## src/rtl/hazard_pkg.sv

```systemverilog
// Shared types for the pipeline hazard sequencer: FSM states, counter widths
// and the bundled per-stage control word.
package hazard_pkg;

  typedef enum logic [1:0] {
    RUN      = 2'd0,
    MEM_WAIT = 2'd1,
    DRAIN    = 2'd2
  } hz_state_e;

  localparam int unsigned DRAIN_W = 3;
  localparam int unsigned WAIT_W  = 16;

  typedef struct packed {
    logic stall_if;
    logic stall_id;
    logic stall_ex;
    logic stall_mem;
    logic bubble_mem;
    logic bubble_wb;
    logic flush_ifid;
    logic flush_idex;
  } hz_ctrl_t;

  // Whole pipeline held while data memory is busy; WB receives a NOP.
  function automatic hz_ctrl_t hz_freeze();
    hz_ctrl_t c;
    c           = '0;
    c.stall_if  = 1'b1;
    c.stall_id  = 1'b1;
    c.stall_ex  = 1'b1;
    c.stall_mem = 1'b1;
    c.bubble_wb = 1'b1;
    return c;
  endfunction

  // Front end and EX held for one cycle; MEM receives a NOP.
  function automatic hz_ctrl_t hz_load_use();
    hz_ctrl_t c;
    c            = '0;
    c.stall_if   = 1'b1;
    c.stall_id   = 1'b1;
    c.stall_ex   = 1'b1;
    c.bubble_mem = 1'b1;
    return c;
  endfunction

endpackage

```

## src/rtl/hazard_perf_cnt.sv

```systemverilog
// 32-bit event counter with enable, wrapping at 2^32.
// Only built when HAZARD_PERF_EN is defined; otherwise the module is absent
// and the sequencer ties its performance ports to zero.
`ifdef HAZARD_PERF_EN
module hazard_perf_cnt (
  input  logic        clk,
  input  logic        rst,
  input  logic        en,
  output logic [31:0] count
);

  // Count one per enabled cycle; cleared by reset.
  always_ff @(posedge clk or posedge rst) begin
    if (rst) begin
      count <= '0;
    end else if (en) begin
      count <= count + 32'd1;
    end
  end

endmodule
`endif

```

## src/rtl/hazard_stall_ctrl.sv

```systemverilog
// Central stall/bubble/flush sequencer for the 5-stage RV32 pipeline.
// Priority each cycle: data-memory wait > load-use > taken-branch flush.
// Owns the post-branch fetch-squash window (DRAIN) and the memory-wait
// watchdog. Optional performance counters are enabled by HAZARD_PERF_EN.
module hazard_stall_ctrl
  import hazard_pkg::*;
#(
  parameter int unsigned FETCH_LAT   = 1,
  parameter int unsigned MEM_TIMEOUT = 255
) (
  input  logic        clk,
  input  logic        rst,
  input  logic        load_use_hazard,
  input  logic        dmem_req,
  input  logic        dmem_ack,
  input  logic        branch_taken_EX,
  output logic        stall_IF,
  output logic        stall_ID,
  output logic        stall_EX,
  output logic        stall_MEM,
  output logic        bubble_MEM,
  output logic        bubble_WB,
  output logic        flush_IFID,
  output logic        flush_IDEX,
  output logic        mem_timeout_err,
  output logic [31:0] perf_load_use,
  output logic [31:0] perf_mem_wait,
  output logic [31:0] perf_flush
);

  localparam logic [DRAIN_W-1:0] LAT_V     = DRAIN_W'(FETCH_LAT);
  localparam logic [WAIT_W-1:0]  TIMEOUT_V = WAIT_W'(MEM_TIMEOUT);

  hz_state_e            state_q, state_d;
  logic [DRAIN_W-1:0]   drain_q, drain_d;
  logic [WAIT_W-1:0]    wait_q, wait_d;
  logic                 ret_drain_q, ret_drain_d;
  logic                 err_q, err_d;
  logic                 frozen;
  hz_ctrl_t             ctrl;

  // State, squash counter, wait watchdog and sticky timeout flag.
  always_ff @(posedge clk or posedge rst) begin
    if (rst) begin
      state_q     <= RUN;
      drain_q     <= '0;
      wait_q      <= '0;
      ret_drain_q <= 1'b0;
      err_q       <= 1'b0;
    end else begin
      state_q     <= state_d;
      drain_q     <= drain_d;
      wait_q      <= wait_d;
      ret_drain_q <= ret_drain_d;
      err_q       <= err_d;
    end
  end

  // Next state and zero-latency controls; every frozen cycle (including the
  // one that enters MEM_WAIT) advances the watchdog.
  always_comb begin
    state_d     = state_q;
    drain_d     = drain_q;
    wait_d      = wait_q;
    ret_drain_d = ret_drain_q;
    err_d       = err_q;
    ctrl        = '0;
    frozen      = 1'b0;
    if (!rst) begin
      case (state_q)
        MEM_WAIT: begin
          if (dmem_ack) begin
            wait_d  = '0;
            state_d = (ret_drain_q && (drain_q != '0)) ? DRAIN : RUN;
          end else begin
            frozen = 1'b1;
          end
        end
        default: begin
          if (dmem_req && !dmem_ack) begin
            frozen      = 1'b1;
            ret_drain_d = (state_q == DRAIN);
            state_d     = MEM_WAIT;
          end else if (load_use_hazard) begin
            ctrl = hz_load_use();
          end else if (branch_taken_EX) begin
            ctrl.flush_ifid = 1'b1;
            ctrl.flush_idex = 1'b1;
            if (FETCH_LAT > 0) begin
              drain_d = LAT_V;
              state_d = DRAIN;
            end
          end else if (state_q == DRAIN) begin
            ctrl.flush_ifid = 1'b1;
            drain_d         = drain_q - DRAIN_W'(1);
            if (drain_d == '0) begin
              state_d = RUN;
            end
          end
        end
      endcase
      if (frozen) begin
        ctrl = hz_freeze();
        if (wait_q != TIMEOUT_V) begin
          wait_d = wait_q + WAIT_W'(1);
        end
        if (wait_d == TIMEOUT_V) begin
          err_d = 1'b1;
        end
      end
    end
  end

  assign stall_IF        = ctrl.stall_if;
  assign stall_ID        = ctrl.stall_id;
  assign stall_EX        = ctrl.stall_ex;
  assign stall_MEM       = ctrl.stall_mem;
  assign bubble_MEM      = ctrl.bubble_mem;
  assign bubble_WB       = ctrl.bubble_wb;
  assign flush_IFID      = ctrl.flush_ifid;
  assign flush_IDEX      = ctrl.flush_idex;
  assign mem_timeout_err = err_q;

`ifdef HAZARD_PERF_EN
  hazard_perf_cnt u_perf_load_use (
    .clk   (clk),
    .rst   (rst),
    .en    (ctrl.bubble_mem),
    .count (perf_load_use)
  );

  hazard_perf_cnt u_perf_mem_wait (
    .clk   (clk),
    .rst   (rst),
    .en    (ctrl.stall_mem),
    .count (perf_mem_wait)
  );

  hazard_perf_cnt u_perf_flush (
    .clk   (clk),
    .rst   (rst),
    .en    (ctrl.flush_idex),
    .count (perf_flush)
  );
`else
  assign perf_load_use = '0;
  assign perf_mem_wait = '0;
  assign perf_flush    = '0;
`endif

endmodule
```

## config.mk

```make
export PLATFORM = sky130hd
export DESIGN_NAME = hazard_stall_ctrl
export DESIGN_NICKNAME = d
export VERILOG_FILES = /design/src/rtl/hazard_pkg.sv /design/src/rtl/hazard_perf_cnt.sv /design/src/rtl/hazard_stall_ctrl.sv
export SDC_FILE = /design/constraint.sdc
export NUM_CORES = 1
export LEC_CHECK = 0
export ABC_CLOCK_PERIOD_IN_PS = 2500
export BUFFER_PORTS_ARGS = -buffer_cell sky130_fd_sc_hd__buf_2
export CAP_MARGIN = 20
export CORE_AREA = 8 8 100 84
export DETAILED_ROUTE_END_ITERATION = 16
export DIE_AREA = 0 0 108 92
export GPL_ROUTABILITY_DRIVEN = 1
export PLACE_DENSITY = 0.7
export SLEW_MARGIN = 15
export SYNTH_ARGS = -nofsm -noshare
export SYNTH_HDL_FRONTEND = slang
export SYNTH_SLANG_ARGS = --single-unit
```

## constraint.sdc

```tcl
create_clock -name clk -period 2.5 [get_ports clk]
set_input_delay 0.5 -clock clk [delete_from_list [all_inputs] [get_ports clk]]
set_output_delay 0.5 -clock clk [all_outputs]
set_load 0.01 [all_outputs]
```

==> impl_table.tex, run 1 <==
\begin{tabular}{lr}
\hline
Metric & Value \\
\hline
\multicolumn{2}{l}{\textbf{Global routing}} \\
Met1 track demand over resource in global routing & between 10\% and 20\% \\
Routing usage on met3 & under 10\% \\
Total global-route track usage & under 10\% \\
Vias in the first global route & roughly 1,600 \\
Most utilized layer in the global route result & met2 \\
First-pass GRT wire length & 7334 µm \\
Pin count of the biggest net entering global routing & 24 \\
Remaining global-route overflow & 0 \\
Met2 usage in global routing & 13.96\% \\
Antenna violations before repair & 0 \\
\multicolumn{2}{l}{\textbf{Floorplan}} \\
IO Count & $\sim$110 \\
Starting Density & approximately 34\% \\
Floorplan Core Area & roughly 6700 µm² \\
Die Y-Extent & about 92 µm \\
Die width & between 100 and 150 µm \\
Total Die Area & 9936 µm² \\
Total number of placement rows & 27 \\
\multicolumn{2}{l}{\textbf{Clock tree}} \\
Sink Count & 23 \\
Number of buffers inserted during clock tree synthesis & 3 \\
Clock root buffer & clkbuf\_8 \\
CTS tree & built \\
Register clock-pin slew on the reported worst setup and hold paths & roughly 0.080 ns \\
Number of H-tree levels & 1 \\
Clock Latency Late Sink & $\sim$0.26 ns \\
Number of setup buffers added after CTS & 0 \\
CTS max path bufs & 2 \\
CTS hold repair buffers & 0 \\
\multicolumn{2}{l}{\textbf{Drt}} \\
Average vias per placed instance & roughly 4.2 \\
DRC marker count from the first detailed-route iteration & 49 \\
Total DRC errors in the routed layout & 0 \\
Total wire length & $\sim$4500 µm \\
Average routed wire per standard cell & roughly 12 µm \\
Pre-antenna DRT Iters & 4 \\
Count of vias placed by the detailed router & roughly 1,600 \\
Count of antenna-violating nets left after detailed routing & 0 \\
\multicolumn{2}{l}{\textbf{Yosys}} \\
Most frequent cell after synthesis & buf\_4 \\
Seq/Total Area, Yosys & $\sim$25\% \\
Post-synth top cells & 100 x buf\_4, 24 x nand2\_1, 23 x dfrtp\_1 \\
Netlist area before placement & about 2300 µm² \\
Async set-reset flop share out of synthesis & 100.0\% \\
Number of flops mapped to enable cells by yosys & 0 \\
Biggest area contributors in the synthesized netlist & buf\_4 33\%, dfrtp\_1 25\%, o21ai\_0 4.8\%, nand2\_1 3.9\%, ha\_1 3.3\% \\
Synthesized area per cell & around 8 µm² \\
Number of instances in the synthesized netlist & about 280 \\
Netlist cell types & a little under 50 \\
Number of register bits inferred by synthesis & 23 \\
Synth Warn \# & 0 \\
Most common flop cell mapped by yosys & dfrtp\_1 \\
Most area-hungry cell type in the Yosys netlist & buf\_4 \\
Area share of the largest cell type after synthesis & between 30\% and 40\% \\
\multicolumn{2}{l}{\textbf{Layout}} \\
Layout cells sized above 1 & a little under an eighth \\
Number of nets in the final layout & 305 \\
Total area of multi-input combinational cells & 1232 µm² \\
Post-layout util & approximately a third \\
Flip-flop and latch area & $\sim$580 µm² \\
Final cell count without fillers & 379 \\
Layout overhead on the synthesized area & -7.785\% \\
Filler cell count & approximately 730 \\
Count of antenna diodes in the layout & 0 \\
\multicolumn{2}{l}{\textbf{STA}} \\
Final number of max-transition violations & 0 \\
Final setup viols & 0 \\
Final total negative setup slack & 0 ns \\
Final hold violation count & 0 \\
RSZ-0062 raised after global routing & false \\
Clk\_skew & about 0.0007 ns \\
Min Tclk post-route & approximately 2.3 ns \\
Tcrit/Tclk final & $\sim$91\% \\
Worst Hold Slack & between 0.3 and 0.4 ns \\
Worst slew margin relative to its limit & a little over three fifths \\
Worst-Margin Slew & 0.5562 ns \\
Maximum clock frequency & 441.3 MHz \\
\multicolumn{2}{l}{\textbf{Job}} \\
Count of maximum capacitance violations & 0 \\
\multicolumn{2}{l}{\textbf{Place}} \\
Port Buffers & 14 \\
Detailed placer's ending HPWL & roughly 3600 µm \\
Placed instance count & about 370 \\
Final weighted congestion of routability-driven global placement & between 0.8 and 0.9 \\
\multicolumn{2}{l}{\textbf{Run status}} \\
Outcome & finished clean \\
\multicolumn{2}{l}{\textbf{Worst setup path}} \\
Crit end category & output port \\
Slowest CP cell & dfrtp\_1 \\
Category of the critical setup timing path & reg -> out \\
Buf/Inv on CP & 2 \\
Top cell family by delay on the critical path & simple AND/OR/NAND/NOR gates \\
Largest fanout on the critical path & 10 \\
Category of the worst setup path launch point & flop \\
Crit path cell chain & inv\_1 > ha\_2 > nor2\_1 > and3\_1 > or2\_2 > buf\_2 \\
Largest stage delay on the critical path & around 0.4 ns \\
Req. time, crit path & roughly 2 ns \\
Critical path data arrival time & 1.77 ns \\
\multicolumn{2}{l}{\textbf{Pwr}} \\
Cell area power density & about 600 nW/µm² \\
Worst supply voltage drop on vdd & 0.1688 mV \\
Static leakage & $\sim$1.1 nW \\
\multicolumn{2}{l}{\textbf{Min path}} \\
Worst min-delay path category & in -> async \\
\hline
\end{tabular}
==> cells by family (layout without fill, tap and decap cells) <==
family / Yosys count / after routing / share of synthesized area, %
other: 1 / 96 / 0.1632
xor gates and xnor gates: 7 / 7 / 2.667
DFF: 23 / 23 / 25.04
and+or+nand+nor: 68 / 68 / 15.46
AOI/OAI and AO/OA: 53 / 53 / 15.19
adders and majority gates: 6 / 6 / 3.266
buffers and inverters: 122 / 37 / 37.23
muxes: 2 / 2 / 0.9798
==> final timing paths <==
check / slack, ns / start / depth (start not counted) / to
max reg2reg: 0.41 / wait_q[0] / 7 / mem_timeout_err
max in group asynchronous: 1.92 / rst / 3 / wait_q[1]
max: 0.23 / state_q[1] / 6 / stall_EX
min: 0.35 / rst / 3 / state_q[1]
min reg2reg: 0.47 / mem_timeout_err / 2 / mem_timeout_err
min in group clk: 0.47 / mem_timeout_err / 2 / mem_timeout_err
==> where the power goes <==
part / total (mW) / internal (mW) / leakage (nW) / switching [mW]
combinational: 0.554 / 0.214 / 0.759 / 0.340
sequential: 0.527 / 0.453 / 0.305 / 0.0741
clock: 0.230 / 0.111 / 0.0255 / 0.119
==> per-stage QoR <==
step	worst slack, ns	area (µm²)	power, mW
floorplan	0.02812	2655	1.070
global placement	0.4424	2057	1.050
detailed placement	0.3911	2057	1.064
CTS	0.08675	2103	1.305
global route	0.1031	2120	1.445
finish	0.2342	2120	1.311
==> flip-flops by register name, summed over array words and instances (netlist names) <==
register	count
drain_q	3
mem_timeout_err	1
ret_drain_q	1
state_q	2
wait_q	16
==> layout by cell type, fill, tap and decap left out, types with 5 or more instances in the layout <==
master	synthesis	final
o21ai_0	22	22
a21oi_1	5	5
nand2_1	24	24
inv_1	15	15
buf_2	0	14
dfrtp_1	23	23
nor2_1	14	14
ha_1	6	5
conb_1	1	96
==> routing by layer <==
metal | vias to the layer above | part of all wire [%]
met3 | 4 | 8.2
met1 | 749 | 43
li1 | 766 | -
met2 | 68 | 47
met4 | 0 | 1.4
met5 | - | 0
==> tightest hold or removal path, cell delays in order <==
cell and delay [ns]:
buf_2 0.14, inv_1 0.07, buf_4 0.29
==> cell type report <==
class	instances	area share [%]
clock inverter	1	0.2361
inverter	15	2.656
multi-input combinational	232	58.15
tap	87	5.136
sequential	23	27.15
clock buffer	3	1.948
timing repair buffer	18	4.723
==> repair_timing <==
item,in CTS,in global routing
setup endpoints to repair,0,1
endpoints found under the hold margin,0,0
resized for setup,0,2
No activity file was read; power rests on OpenSTA's default activity.
==> run 2, diff against run 1 <==
- CORE_AREA: 8 8 100 84 -> 8 8 91 93
- DIE_AREA: 0 0 108 92 -> 0 0 99 101
==> run 2 against run 1 <==
Non-clock buffer count unchanged; clock power is 5% higher; setup slack got worse by 0.022 ns; power rose by 1.9%; critical path depth is the same; hold slack worse by 0.025 ns; sequential power about the same; maximum frequency down 0.94%; via count grew 0.44%; critical path type unchanged; critical endpoint is now stall_IF.
==> impl_table.tex, run 2 (synthesized netlist as in run 1, its figures left out) <==
\begin{tabular}{lr}
\hline
Metric & Value \\
\hline
\multicolumn{2}{l}{\textbf{Drt}} \\
Count of antenna-violating nets left after detailed routing & 0 \\
Average routed wire per standard cell & around 12 µm \\
Total wire length & between 4000 and 5000 µm \\
Count of vias placed by the detailed router & around 1,600 \\
Total DRC errors in the routed layout & 0 \\
Pre-antenna DRT Iters & 4 \\
DRC marker count from the first detailed-route iteration & roughly 110 \\
Average vias per placed instance & between 4 and 5 \\
\multicolumn{2}{l}{\textbf{Place}} \\
Placed instance count & 370 \\
Final weighted congestion of routability-driven global placement & between 0.9 and 1 \\
Cell area after placement & slightly above 2000 µm² \\
Port Buffers & 14 \\
Detailed placer's ending HPWL & between 3000 and 4000 µm \\
\multicolumn{2}{l}{\textbf{Floorplan}} \\
Total Die Area & between 9000 and 10,000 µm² \\
Die Y-Extent & just over 100 µm \\
Die width & between 90 and 100 µm \\
Starting Density & between 30\% and 40\% \\
IO Count & 111 \\
Total number of placement rows & 31 \\
Floorplan Core Area & between 6000 and 7000 µm² \\
\multicolumn{2}{l}{\textbf{Job}} \\
Count of maximum capacitance violations & 0 \\
\multicolumn{2}{l}{\textbf{Global routing}} \\
Pin count of the biggest net entering global routing & 24 \\
Remaining global-route overflow & 0 \\
Total global-route track usage & under 10\% \\
First-pass GRT wire length & slightly above 7000 µm \\
Antenna violations before repair & 0 \\
Vias in the first global route & around 1,600 \\
\multicolumn{2}{l}{\textbf{STA}} \\
Final setup viols & 0 \\
Final total negative setup slack & 0 ns \\
Worst-Margin Slew & roughly 0.75 ns \\
Final number of max-transition violations & 0 \\
Final hold violation count & 0 \\
Worst slew margin relative to its limit & roughly half \\
Min Tclk post-route & roughly 2.3 ns \\
Tcrit/Tclk final & 91.49\% \\
Worst Hold Slack & approximately 0.32 ns \\
RSZ-0062 raised after global routing & false \\
Maximum clock frequency & around 440 MHz \\
Clk\_skew & $\sim$0.007 ns \\
\multicolumn{2}{l}{\textbf{Layout}} \\
Max FFs per register & 16 \\
Post-layout util & around 30\% \\
Layout overhead on the synthesized area & -8.056\% \\
Register ranked first by flip-flop count & wait\_q \\
Most common library cell in the layout ignoring fill and taps & conb\_1 \\
Number of nets in the final layout & 305 \\
Non-Filler Cell Area, Final & $\sim$2100 µm² \\
Commonest cells after routing, fill and taps aside & 96 x conb\_1, 24 x nand2\_1, 23 x dfrtp\_1, 22 x o21ai\_0, 15 x inv\_1 \\
Top Registers & wait\_q: 16 flops, drain\_q: 3 flops, state\_q: 2 flops \\
Final cell count without fillers & around 370 \\
Layout cells sized above 1 & around an eighth \\
Count of antenna diodes in the layout & 0 \\
\multicolumn{2}{l}{\textbf{Worst setup path}} \\
Worst r2r path cells & 7 \\
Category of the critical setup timing path & reg -> out \\
Req. time, crit path & 2.00 ns \\
Critical register-to-register path startpoint & wait\_q[0] \\
Largest fanout on the critical path & 10 \\
Reg-to-reg critical path endpoint & mem\_timeout\_err \\
Critical path data arrival time & 1.79 ns \\
Crit end category & output port \\
Source of the critical timing path & state\_q[1] \\
Worst-case register-to-register setup slack & a little over 0.4 ns \\
Category of the worst setup path launch point & flop \\
CP Capture Point & stall\_IF \\
\multicolumn{2}{l}{\textbf{Clock tree}} \\
CTS tree & built \\
Number of buffers inserted during clock tree synthesis & 3 \\
Sink Count & 23 \\
CTS max path bufs & 2 \\
CTS hold repair buffers & 0 \\
Register clock-pin slew on the reported worst setup and hold paths & $\sim$0.090 ns \\
Clock Latency Late Sink & 0.27 ns \\
Number of H-tree levels & 1 \\
Clock root buffer & clkbuf\_8 \\
\multicolumn{2}{l}{\textbf{Pwr}} \\
Static leakage & roughly 1.1 nW \\
Worst supply voltage drop on vdd & roughly 0.36 mV \\
Cell area power density & 631.9 nW/µm² \\
\multicolumn{2}{l}{\textbf{Run status}} \\
Outcome & finished clean \\
\multicolumn{2}{l}{\textbf{Min path}} \\
Worst min-delay path category & in -> async \\
\hline
\end{tabular}
run 2: final cells by class:
cell class	count	area, µm²
fill	743	4830
sequential	23	575.6
clock buffer	3	41.29
clock inverter	1	5.005
tap	82	102.6
timing repair buffer	18	100.1
multi-input combinational	232	1232
inverter	15	56.30
run 2: worst min path at each step:
stage | end | from | slack, ns | cells past startpoint
4_1_cts | wait_q[12] | rst | 0.33 | 3
5_1_grt | wait_q[11] | rst | 0.37 | 3
3_5_place_dp | mem_timeout_err | mem_timeout_err | 0.46 | 2
3_3_place_gp | mem_timeout_err | mem_timeout_err | 0.45 | 2
6_report | wait_q[12] | rst | 0.32 | 3
2_1_floorplan | drain_q[2] | drain_q[2] | 0.48 | 2
run 2: worst max-delay path: stages, from the launching register on:
cell	delay (ns)
dfrtp_1	0.39
inv_1	0.08
ha_2	0.29
nor2_1	0.09
and3_1	0.21
or2_2	0.31
buf_2	0.15
run 2: where the power goes:
part	internal, mW	switching, mW
registers	0.453	0.0761
logic	0.217	0.348
clock network	0.112	0.129
total	0.782	0.553
run 2: through the flow:
step                worst slack [ns]  power [mW]
global placement              0.4111       1.064
floorplan                    0.02812       1.070
global route                 0.07493       1.462
finish                        0.2127       1.335
detailed placement            0.4159       1.092
CTS                           0.1048       1.332
run 2: per-layer routing:
metal  GRT usage [%]  part of all wire, %  vias up
li1                -                    -      765
met1           10.26                   42      752
met2           14.24                   50       70
met3           2.693                  7.6        7
met4           1.417                 0.71        0
met5               0                    0        -
run 2: timing repair:
item	4_1_cts	5_1_grt
endpoints found under the setup margin	0	4
hold endpoints to repair	0	0
setup buffers	0	0
resized for setup	0	2
